## config.mk

```make
export PLATFORM = sky130hd
export DESIGN_NAME = seven_segment_scanner_flat
export DESIGN_NICKNAME = d
export VERILOG_FILES = /design/src/rtl/seven_segment_scanner_if.sv /design/src/rtl/seven_segment_scanner.sv /design/src/flat_wrapper.sv
export SDC_FILE = /design/constraint.sdc
export NUM_CORES = 1
export LEC_CHECK = 0
export ABC_CLOCK_PERIOD_IN_PS = 2600
export CAP_MARGIN = 20
export CORE_ASPECT_RATIO = 1.1
export CORE_MARGIN = 2
export CORE_UTILIZATION = 50
export CTS_BUF_LIST = sky130_fd_sc_hd__clkbuf_4
export CTS_CLUSTER_DIAMETER = 40
export CTS_CLUSTER_SIZE = 24
export DETAILED_ROUTE_END_ITERATION = 8
export PLACE_DENSITY = 0.76
export SETUP_SLACK_MARGIN = 0.15
export SKIP_LAST_GASP = 1
export SYNTH_ARGS = -nofsm -noshare
export SYNTH_HDL_FRONTEND = slang
export SYNTH_SLANG_ARGS = --single-unit
```

## constraint.sdc

```tcl
create_clock -name clk -period 2.6 [get_ports clk]
set_input_delay 0.65 -clock clk [delete_from_list [all_inputs] [get_ports clk]]
set_output_delay 0.65 -clock clk [all_outputs]
set_load 0.005 [all_outputs]
```

## src/rtl/seven_segment_scanner_if.sv

```systemverilog
// seven_segment_scanner_if: display content in, scanned segment/digit out.
// master drives content, slave is the scanner.
interface seven_segment_scanner_if #(
  parameter int w_digit = 8
);
  logic [4*w_digit-1:0] number;
  logic [w_digit-1:0]   dots;
  logic                 lzb;
  logic [7:0]           abcdefgh;
  logic [w_digit-1:0]   digit;
  logic                 frame_done;

  modport master (
    output number, dots, lzb,
    input  abcdefgh, digit, frame_done
  );

  modport slave (
    input  number, dots, lzb,
    output abcdefgh, digit, frame_done
  );
endinterface

```

## src/rtl/seven_segment_scanner.sv

```systemverilog
// seven_segment_scanner: time-multiplexed 7-seg driver.
// Per-frame snapshot, gap-blanked slots, leading-zero blanking.
module seven_segment_scanner #(
  parameter int clk_mhz    = 50,
  parameter int w_digit    = 8,
  parameter int refresh_hz = 100,
  parameter int gap_cycles = 4
) (
  input  logic clk,
  input  logic rst,
  seven_segment_scanner_if.slave io
);
  localparam int DC =
    clk_mhz * 1_000_000 / (w_digit * refresh_hz);
  localparam int CW = (DC > 1) ? $clog2(DC) : 1;
  localparam int IW = (w_digit > 1) ? $clog2(w_digit) : 1;
  localparam logic [CW-1:0] CNT_MAX = CW'(DC - 1);
  localparam logic [CW-1:0] GAP     = CW'(gap_cycles);
  localparam logic [IW-1:0] IDX_MAX = IW'(w_digit - 1);

  if (DC < 2 || gap_cycles >= DC) begin : g_bad_params
    $error("seven_segment_scanner: bad digit_cycles/gap_cycles");
  end

  logic [CW-1:0]        cnt, cnt_nxt;
  logic [IW-1:0]        idx, idx_nxt;
  logic                 wrap, snap;
  logic [4*w_digit-1:0] sh_num;
  logic [w_digit-1:0]   sh_dots;
  logic                 sh_lzb;
  logic [3:0]           nib;
  logic                 lead_zero, blank, show;
  logic [7:0]           seg_nxt;
  logic [w_digit-1:0]   digit_nxt;
  logic                 fd_nxt;

  function automatic logic [6:0] seg7(input logic [3:0] v);
    logic [6:0] s;
    s = 7'h00;
    unique case (v)
      4'h0: s = 7'h7E;
      4'h1: s = 7'h30;
      4'h2: s = 7'h6D;
      4'h3: s = 7'h79;
      4'h4: s = 7'h33;
      4'h5: s = 7'h5B;
      4'h6: s = 7'h5F;
      4'h7: s = 7'h70;
      4'h8: s = 7'h7F;
      4'h9: s = 7'h7B;
      4'hA: s = 7'h77;
      4'hB: s = 7'h1F;
      4'hC: s = 7'h4E;
      4'hD: s = 7'h3D;
      4'hE: s = 7'h4F;
      4'hF: s = 7'h47;
    endcase
    return s;
  endfunction

  // slot counter and digit index, plus frame snapshot
  always_ff @(posedge clk or negedge rst) begin
    if (!rst) begin
      cnt     <= '0;
      idx     <= '0;
      sh_num  <= '0;
      sh_dots <= '0;
      sh_lzb  <= 1'b0;
    end else begin
      cnt <= cnt_nxt;
      idx <= idx_nxt;
      if (snap) begin
        sh_num  <= io.number;
        sh_dots <= io.dots;
        sh_lzb  <= io.lzb;
      end
    end
  end

  // advance cnt every cycle, idx on cnt wrap
  always_comb begin
    wrap    = (cnt == CNT_MAX);
    snap    = (cnt == '0) && (idx == '0);
    cnt_nxt = wrap ? '0 : cnt + CW'(1);
    idx_nxt = idx;
    if (wrap)
      idx_nxt = (idx == IDX_MAX) ? '0 : idx + IW'(1);
  end

  // next outputs from the current slot phase and shadow copy
  always_comb begin
    nib       = sh_num[4*idx +: 4];
    lead_zero = 1'b1;
    for (int j = 0; j < w_digit; j++) begin
      if (j >= int'(idx) && sh_num[4*j +: 4] != 4'h0)
        lead_zero = 1'b0;
    end
    blank     = sh_lzb && (idx != '0) && lead_zero;
    show      = (cnt >= GAP);
    digit_nxt = '0;
    seg_nxt   = 8'h00;
    if (show) begin
      digit_nxt = w_digit'(1) << idx;
      seg_nxt   = {blank ? 7'h00 : seg7(nib), sh_dots[idx]};
    end
    fd_nxt = wrap && (idx == IDX_MAX);
  end

  // registered outputs, one cycle behind the counters
  always_ff @(posedge clk or negedge rst) begin
    if (!rst) begin
      io.abcdefgh   <= 8'h00;
      io.digit      <= '0;
      io.frame_done <= 1'b0;
    end else begin
      io.abcdefgh   <= seg_nxt;
      io.digit      <= digit_nxt;
      io.frame_done <= fd_nxt;
    end
  end
endmodule

```

## src/flat_wrapper.sv

```systemverilog
// flat-port wrapper written by rule: the top's interface ports become plain ports
module seven_segment_scanner_flat 
#(
  parameter int clk_mhz    = 50,
  parameter int w_digit    = 8,
  parameter int refresh_hz = 100,
  parameter int gap_cycles = 4
)
  (clk, rst, io_number, io_dots, io_lzb, io_abcdefgh, io_digit, io_frame_done);
  seven_segment_scanner_if #(.w_digit(w_digit)) io_i ();
  input  logic clk;
  input  logic rst;
  input wire logic [$bits(io_i.number)-1:0] io_number;
  input wire logic [$bits(io_i.dots)-1:0] io_dots;
  input wire logic [$bits(io_i.lzb)-1:0] io_lzb;
  output wire logic [$bits(io_i.abcdefgh)-1:0] io_abcdefgh;
  output wire logic [$bits(io_i.digit)-1:0] io_digit;
  output wire logic [$bits(io_i.frame_done)-1:0] io_frame_done;
  assign io_i.number = io_number;
  assign io_i.dots = io_dots;
  assign io_i.lzb = io_lzb;
  assign io_abcdefgh = io_i.abcdefgh;
  assign io_digit = io_i.digit;
  assign io_frame_done = io_i.frame_done;
  seven_segment_scanner #(.clk_mhz(clk_mhz), .w_digit(w_digit), .refresh_hz(refresh_hz), .gap_cycles(gap_cycles)) u_core (.clk(clk), .rst(rst), .io(io_i));
endmodule
```

After elaboration in Yosys (flattened, before gate mapping):

Memories as Yosys holds them, arrays and structs flattened.
Cells that the tools add are included.

* register bits after elaboration: 77
* memory bits (read-only): 112
* output and inout port bits: 17
* word-level logic and storage cells: 61
* memories: 1

* add/subtract/negate cells: 2
* order comparisons: 9
* eq/ne operators: 2
* shifts and indexed selects: 2
* muxes and demuxes: 15
* reductions and logical operators: 22

Memory list
* (no name shown): depth 16, bits a word 7, rd ports 1, clocked after memory_dff 0, write ports 0, RTL line seven_segment_scanner.sv:40 `unique case (v)`

Operators with widths (count)
* 4-bit nonzero test: 8
* 32-bit by 6-bit indexed part select with 4-bit output: 1
* 16-bit by 1-bit adder with 16-bit output, second input constant: 1
* 16-bit equality test, second input constant: 1
* 16-bit by 3-bit >= comparator with 1-bit output, second input constant: 1
* 16-bit zero test: 1
* 16-bit 2-to-1 mux: 1
* 8-bit 2-to-1 mux: 2
* 1-bit logical AND: 11
* 3-bit >= comparator, first input constant: 3
* 1-bit 2-to-1 mux: 9
* 1-bit by 3-bit << shifter with 8-bit output, first input constant: 1
* 7-bit 2-to-1 mux: 1
* 1-bit by 3-bit >= comparator with 1-bit output, first input constant: 2
* 2-bit by 3-bit >= comparator with 1-bit output, first input constant: 2
* 3-bit by 4-bit < comparator with 1-bit output, second input constant: 1
* 3-bit by 1-bit adder with 3-bit output, second input constant: 1
* 1-bit binary-select mux with 3-bit select: 1
* 3-bit equality test, second input constant: 1
* 3-bit zero test: 1
* 3-bit 2-to-1 mux: 1
* 3-bit nonzero test: 1

Depth between registers and ports, before layout:

* depth after elaboration: 13
* gate-level depth with buffers: 10

Least setup slack after synthesis:

No wires, ideal clock.

* kind: register -> register
* start: register u_core.idx[0]
* end: register u_core.io.abcdefgh[3]
* library setup time: 94 ps
* arrival: 2283 ps
* path slack: 223 ps
* cell stages (with the launch flop): 7
* buffers on the path: 1
* clock period less this slack: 2377 ps
* cell sequence: dfrtp_1 buf_2 mux4_2 mux2_2 ha_1 mux2_2 a211oi_1

* longest elaborated chain between the ends: 13
* elaborated cells on any way between the ends: 29

RTL lines
* start: declaration: RTL line seven_segment_scanner.sv:26 `logic [IW-1:0] idx, idx_nxt;`
* start signal: assignment: RTL line seven_segment_scanner.sv:71 `idx <= idx_nxt;`
* 1-bit by 3-bit >= comparator with 1-bit output: RTL line seven_segment_scanner.sv:95 `if (j >= int'(idx) && sh_num[4*j +: 4] != 4'h0)`
* 1-bit logical AND: RTL line seven_segment_scanner.sv:95
* 1-bit 2-to-1 mux (8 in a row): RTL line seven_segment_scanner.sv:95
* 1-bit logical AND: RTL line seven_segment_scanner.sv:98 `blank = sh_lzb && (idx != '0) && lead_zero;`
* 7-bit 2-to-1 mux (*): RTL line seven_segment_scanner.sv:104 `seg_nxt = {blank ? 7'h00 : seg7(nib), sh_dots[idx]};`
* 8-bit 2-to-1 mux (*): RTL line seven_segment_scanner.sv:102 `if (show) begin`
* net u_core.seg_nxt[3]: RTL line seven_segment_scanner.sv:33 `logic [7:0] seg_nxt;`
* end signal: assignment: RTL line seven_segment_scanner.sv:116 `io.abcdefgh <= seg_nxt;`
* end: declaration: RTL line seven_segment_scanner_if.sv:20 `output abcdefgh, digit, frame_done`

The timed path passes the listed nets; every way through them passes the cells marked *.
A chain may end at the register's enable or synchronous reset.

Worst setup path after layout:

* start: register u_core.cnt[12]
* end: register u_core.sh_num[9]

* longest elaborated chain between the ends: 2

RTL lines
* start: declaration: RTL line seven_segment_scanner.sv:25 `logic [CW-1:0] cnt, cnt_nxt;`
* start signal: assignment: RTL line seven_segment_scanner.sv:70 `cnt <= cnt_nxt;`
* 16-bit zero test: RTL line seven_segment_scanner.sv:83 `snap = (cnt == '0) && (idx == '0);`
* 1-bit logical AND: RTL line seven_segment_scanner.sv:83
* end signal: assignment: RTL line seven_segment_scanner.sv:73 `sh_num <= io.number;`
* end: declaration: RTL line seven_segment_scanner.sv:28 `logic [4*w_digit-1:0] sh_num;`

No other way between the ends.

==> impl_metrics.env <==
export IMPL_top_layer="met4"
export IMPL_areaGrowthSynthToFinish_pct=26.8
export IMPL_gp_congestion=0.819
export IMPL_yosysMostFrequentCell="dfrtp_1"
export IMPL_setup_tns_final_ns=0
export IMPL_clockPowerShare=0.380
export IMPL_pwr_share_comb=0.085
export IMPL_fin_skew_ns=0.0228
export IMPL_cp_start_kind="flop"
export IMPL_met3_wirelength_um=313
export IMPL_clk_pin_slew_ns=0.13
export IMPL_ant_nets=0
export IMPL_antenna_found_initial=1
export IMPL_ys_types=40
export IMPL_power_frac_seq=0.534
export IMPL_syn_inst=294
export IMPL_drc=0
export IMPL_p_per_area_nw_per_um2=507
export IMPL_peakVddDrop_uv=285
export IMPL_synth_async_reset_ratio=1.00
export IMPL_netlist_area_um2=3700
export IMPL_core_rowCount=32
export IMPL_firstDrtPassIters=4
export IMPL_endpoint_kind="flop"
export IMPL_path_class="reg2reg"
export IMPL_setup_violations_final=0
export IMPL_start_util=0.522
export IMPL_cts_made_buffers=9
export IMPL_synth_main_ff_cell="dfrtp_1"
export IMPL_drive_gt1_frac=0.247
export IMPL_finalCritPeriodShare=0.915
export IMPL_ys_seq_elements=77
export IMPL_cts_sink_count=77
export IMPL_hold_class="in2async"
export IMPL_clock_path_buffers=2
export IMPL_critPathMaxStageDelay_ns=0.55
export IMPL_wl_per_cell_um=16.6
export IMPL_core_um2=7090
export IMPL_relSlewSlack=0.637
export IMPL_cts_tree="done"
export IMPL_yosysTopAreaCell="dfrtp_1"
export IMPL_timing_final_ws_setup_ns=0.220
export IMPL_grt_max_degree=33
export IMPL_synth_top_area_share=0.521
export IMPL_tightest_slew_ns=0.539
export IMPL_synth_warnings=0
export IMPL_vias=2535
export IMPL_grt_pass1_wl_um=12700
export IMPL_finalCriticalPeriod_ns=2.38
export IMPL_m1WireLength_um=3310
export IMPL_root_buffer="clkbuf_4"
export IMPL_critPathBufInv=2
export IMPL_synth_fp_nets=351
export IMPL_path_cells="or4_4 > or4_4 > nor3_4 > buf_12 > buf_12 > mux2_2"
export IMPL_die_area_um2=8100
export IMPL_arrival_ns=2.69
export IMPL_max_freq_mhz=420
export IMPL_cpMaxStageDelayCell="or4_4"
export IMPL_yosys_top_cells_count="dfrtp_1 (77), mux2_2 (41), nor2_1 (21)"
export IMPL_ys_seq_area_frac=0.521
export IMPL_synth_edf_count=0
export IMPL_leakage_nw=1.99
export IMPL_met2_length_um=3780
export IMPL_synth_avg_cell_area_um2=12.6
export IMPL_rsz0062_at_grt="true"
export IMPL_hold_viol=0
export IMPL_port_buffers=59
export IMPL_die_h_um=94.2
export IMPL_drt_total_wl_um=7600
export IMPL_pre_cts_ws_ns=0.184
export IMPL_power_switching_mw=0.503
export IMPL_layout_nets=424
export IMPL_finalMaxSlewViolations=0
export IMPL_dr_first_iter_drc_count=145
export IMPL_p_sw_frac=0.212
export IMPL_synthTopCellsByArea="dfrtp_1 (52%), mux2_2 (12%), mux4_2 (6.1%)"
export IMPL_clock_latency_ns=0.43
export IMPL_p_int_mw=1.87
export IMPL_status="completed"
export IMPL_grt_pass1_vias=2648
export IMPL_viasPerCell=5.53
export IMPL_cp_top_family="simple AND/OR/NAND/NOR gates"
export IMPL_grtUsageTotal=0.208
export IMPL_maxCapViolations=0
export IMPL_critPathMaxFanout=21
export IMPL_gr_total_overflow=0
export IMPL_io_pin_count=60
export IMPL_die_w_um=86.0
export IMPL_htree_levels=3
export IMPL_required_ns=2.91
export IMPL_hpwl_um=5290
metal layers:
metal / global-route usage / up-vias
li1: - / 1193
met3: 0.0272 / 14
met2: 0.325 / 66
met5: 0 / -
met4: 0.136 / 0
met1: 0.271 / 1262
cell families after synthesis:
| kind of cell | count (synthesis) | synth area share |
|---|---|---|
| buffers and inverters | 23 | 0.0325 |
| xor gates and xnor gates | 14 | 0.0331 |
| muxes | 58 | 0.205 |
| and+or+nand+nor | 85 | 0.119 |
| DFF | 77 | 0.521 |
| AOI/OAI and AO/OA | 23 | 0.0419 |
| adders and majority gates | 14 | 0.0473 |
layout by cell type, fill, tap and decap left out, types with 2 or more instances in the layout:
cell type and instances:
xnor2_1 9, clkbuf_4 11, o2111ai_1 2, mux2_2 41, a21o_1 2, o21ai_0 6, mux2i_1 5, nand2_1 18
and3_1 7, mux4_2 10, or3_1 2, nand2b_1 2, nor2b_1 3, nor4_1 9, bufinv_16 3, mux2_1 2
inv_1 10, clkdlybuf4s50_1 58, nor2_1 21, nor3_1 3, nor4_2 2, xor2_1 5, dfrtp_2 3, ha_1 14
buf_12 3, o22ai_1 2, buf_4 11, nand3_1 6, a21oi_1 3, a211oi_1 3, and2_1 4, or4_4 2
dfrtp_1 74
layout make-up:
cell class | count | area [um2]
fill | 536 | 2400
sequential | 77 | 1930
multi-input combinational | 194 | 1670
timing repair buffer | 74 | 756
tap | 85 | 106
clock inverter | 5 | 98.8
clock buffer | 11 | 82.6
inverter | 11 | 41.3
antenna | 1 | 2.50
final timing paths:
check	start	end	slack [ns]	cells after the start
worst min-delay path	rst	u_core.cnt[12]$_DFF_PN0_	0.18	1
min in group clk	u_core.cnt[9]$_DFF_PN0_	u_core.cnt[9]$_DFF_PN0_	0.50	1
max in group asynchronous	rst	u_core.idx[0]$_DFFE_PN0N_	1.69	2
worst max-delay path	u_core.cnt[12]$_DFF_PN0_	u_core.sh_num[9]$_DFFE_PN0P_	0.22	6
worst min register to register	u_core.cnt[9]$_DFF_PN0_	u_core.cnt[9]$_DFF_PN0_	0.50	1
worst max register to register	u_core.cnt[12]$_DFF_PN0_	u_core.sh_num[9]$_DFFE_PN0P_	0.22	6
power groups by stage:
stage | logic (mW) | registers (mW) | clock network (mW)
finish | 0.202 | 1.27 | 0.904
detailed placement | 0.204 | 1.29 | 0
floorplan | 0.0767 | 1.28 | 0
global placement | 0.200 | 1.29 | 0
CTS | 0.205 | 1.27 | 0.929
global route | 0.221 | 1.28 | 0.982
worst register-to-register path, cell delays in order, from the launching register on:
cell	delay, ns
dfrtp_1	0.42
or4_4	0.55
or4_4	0.46
nor3_4	0.17
buf_12	0.14
buf_12	0.16
mux2_2	0.35
registers in the layout, summed over array words and instances (netlist names):
name                  flops
u_core.io.frame_done      1
u_core.idx                3
u_core.cnt               16
u_core.io.digit           8
u_core.io.abcdefgh        8
u_core.sh_dots            8
u_core.sh_num            32
u_core.sh_lzb             1
stage by stage:
step / instances / area [um2] / hold slack, ns / power (mW) / utilization
floorplan: 294 / 3700 / 0.354 / 1.36 / -
global placement: 438 / 4430 / 0.479 / 1.49 / 0.626
detailed placement: 438 / 4430 / 0.481 / 1.50 / 0.626
CTS: 456 / 4660 / 0.175 / 2.40 / 0.658
global route: 458 / 4690 / 0.211 / 2.48 / 0.662
finish: 458 / 4690 / 0.185 / 2.38 / 0.662
repair_timing:
| action | in CTS | in global routing |
|---|---|---|
| endpoints found under the setup margin | 38 | 47 |
| resized for setup | 1 | 6 |
| pin swaps | 1 | 0 |
| buffers inserted | 1 | 1 |
| cloned | 1 | 0 |
| hold buffers | 0 | 0 |
(Power assumes the default switching activity.)
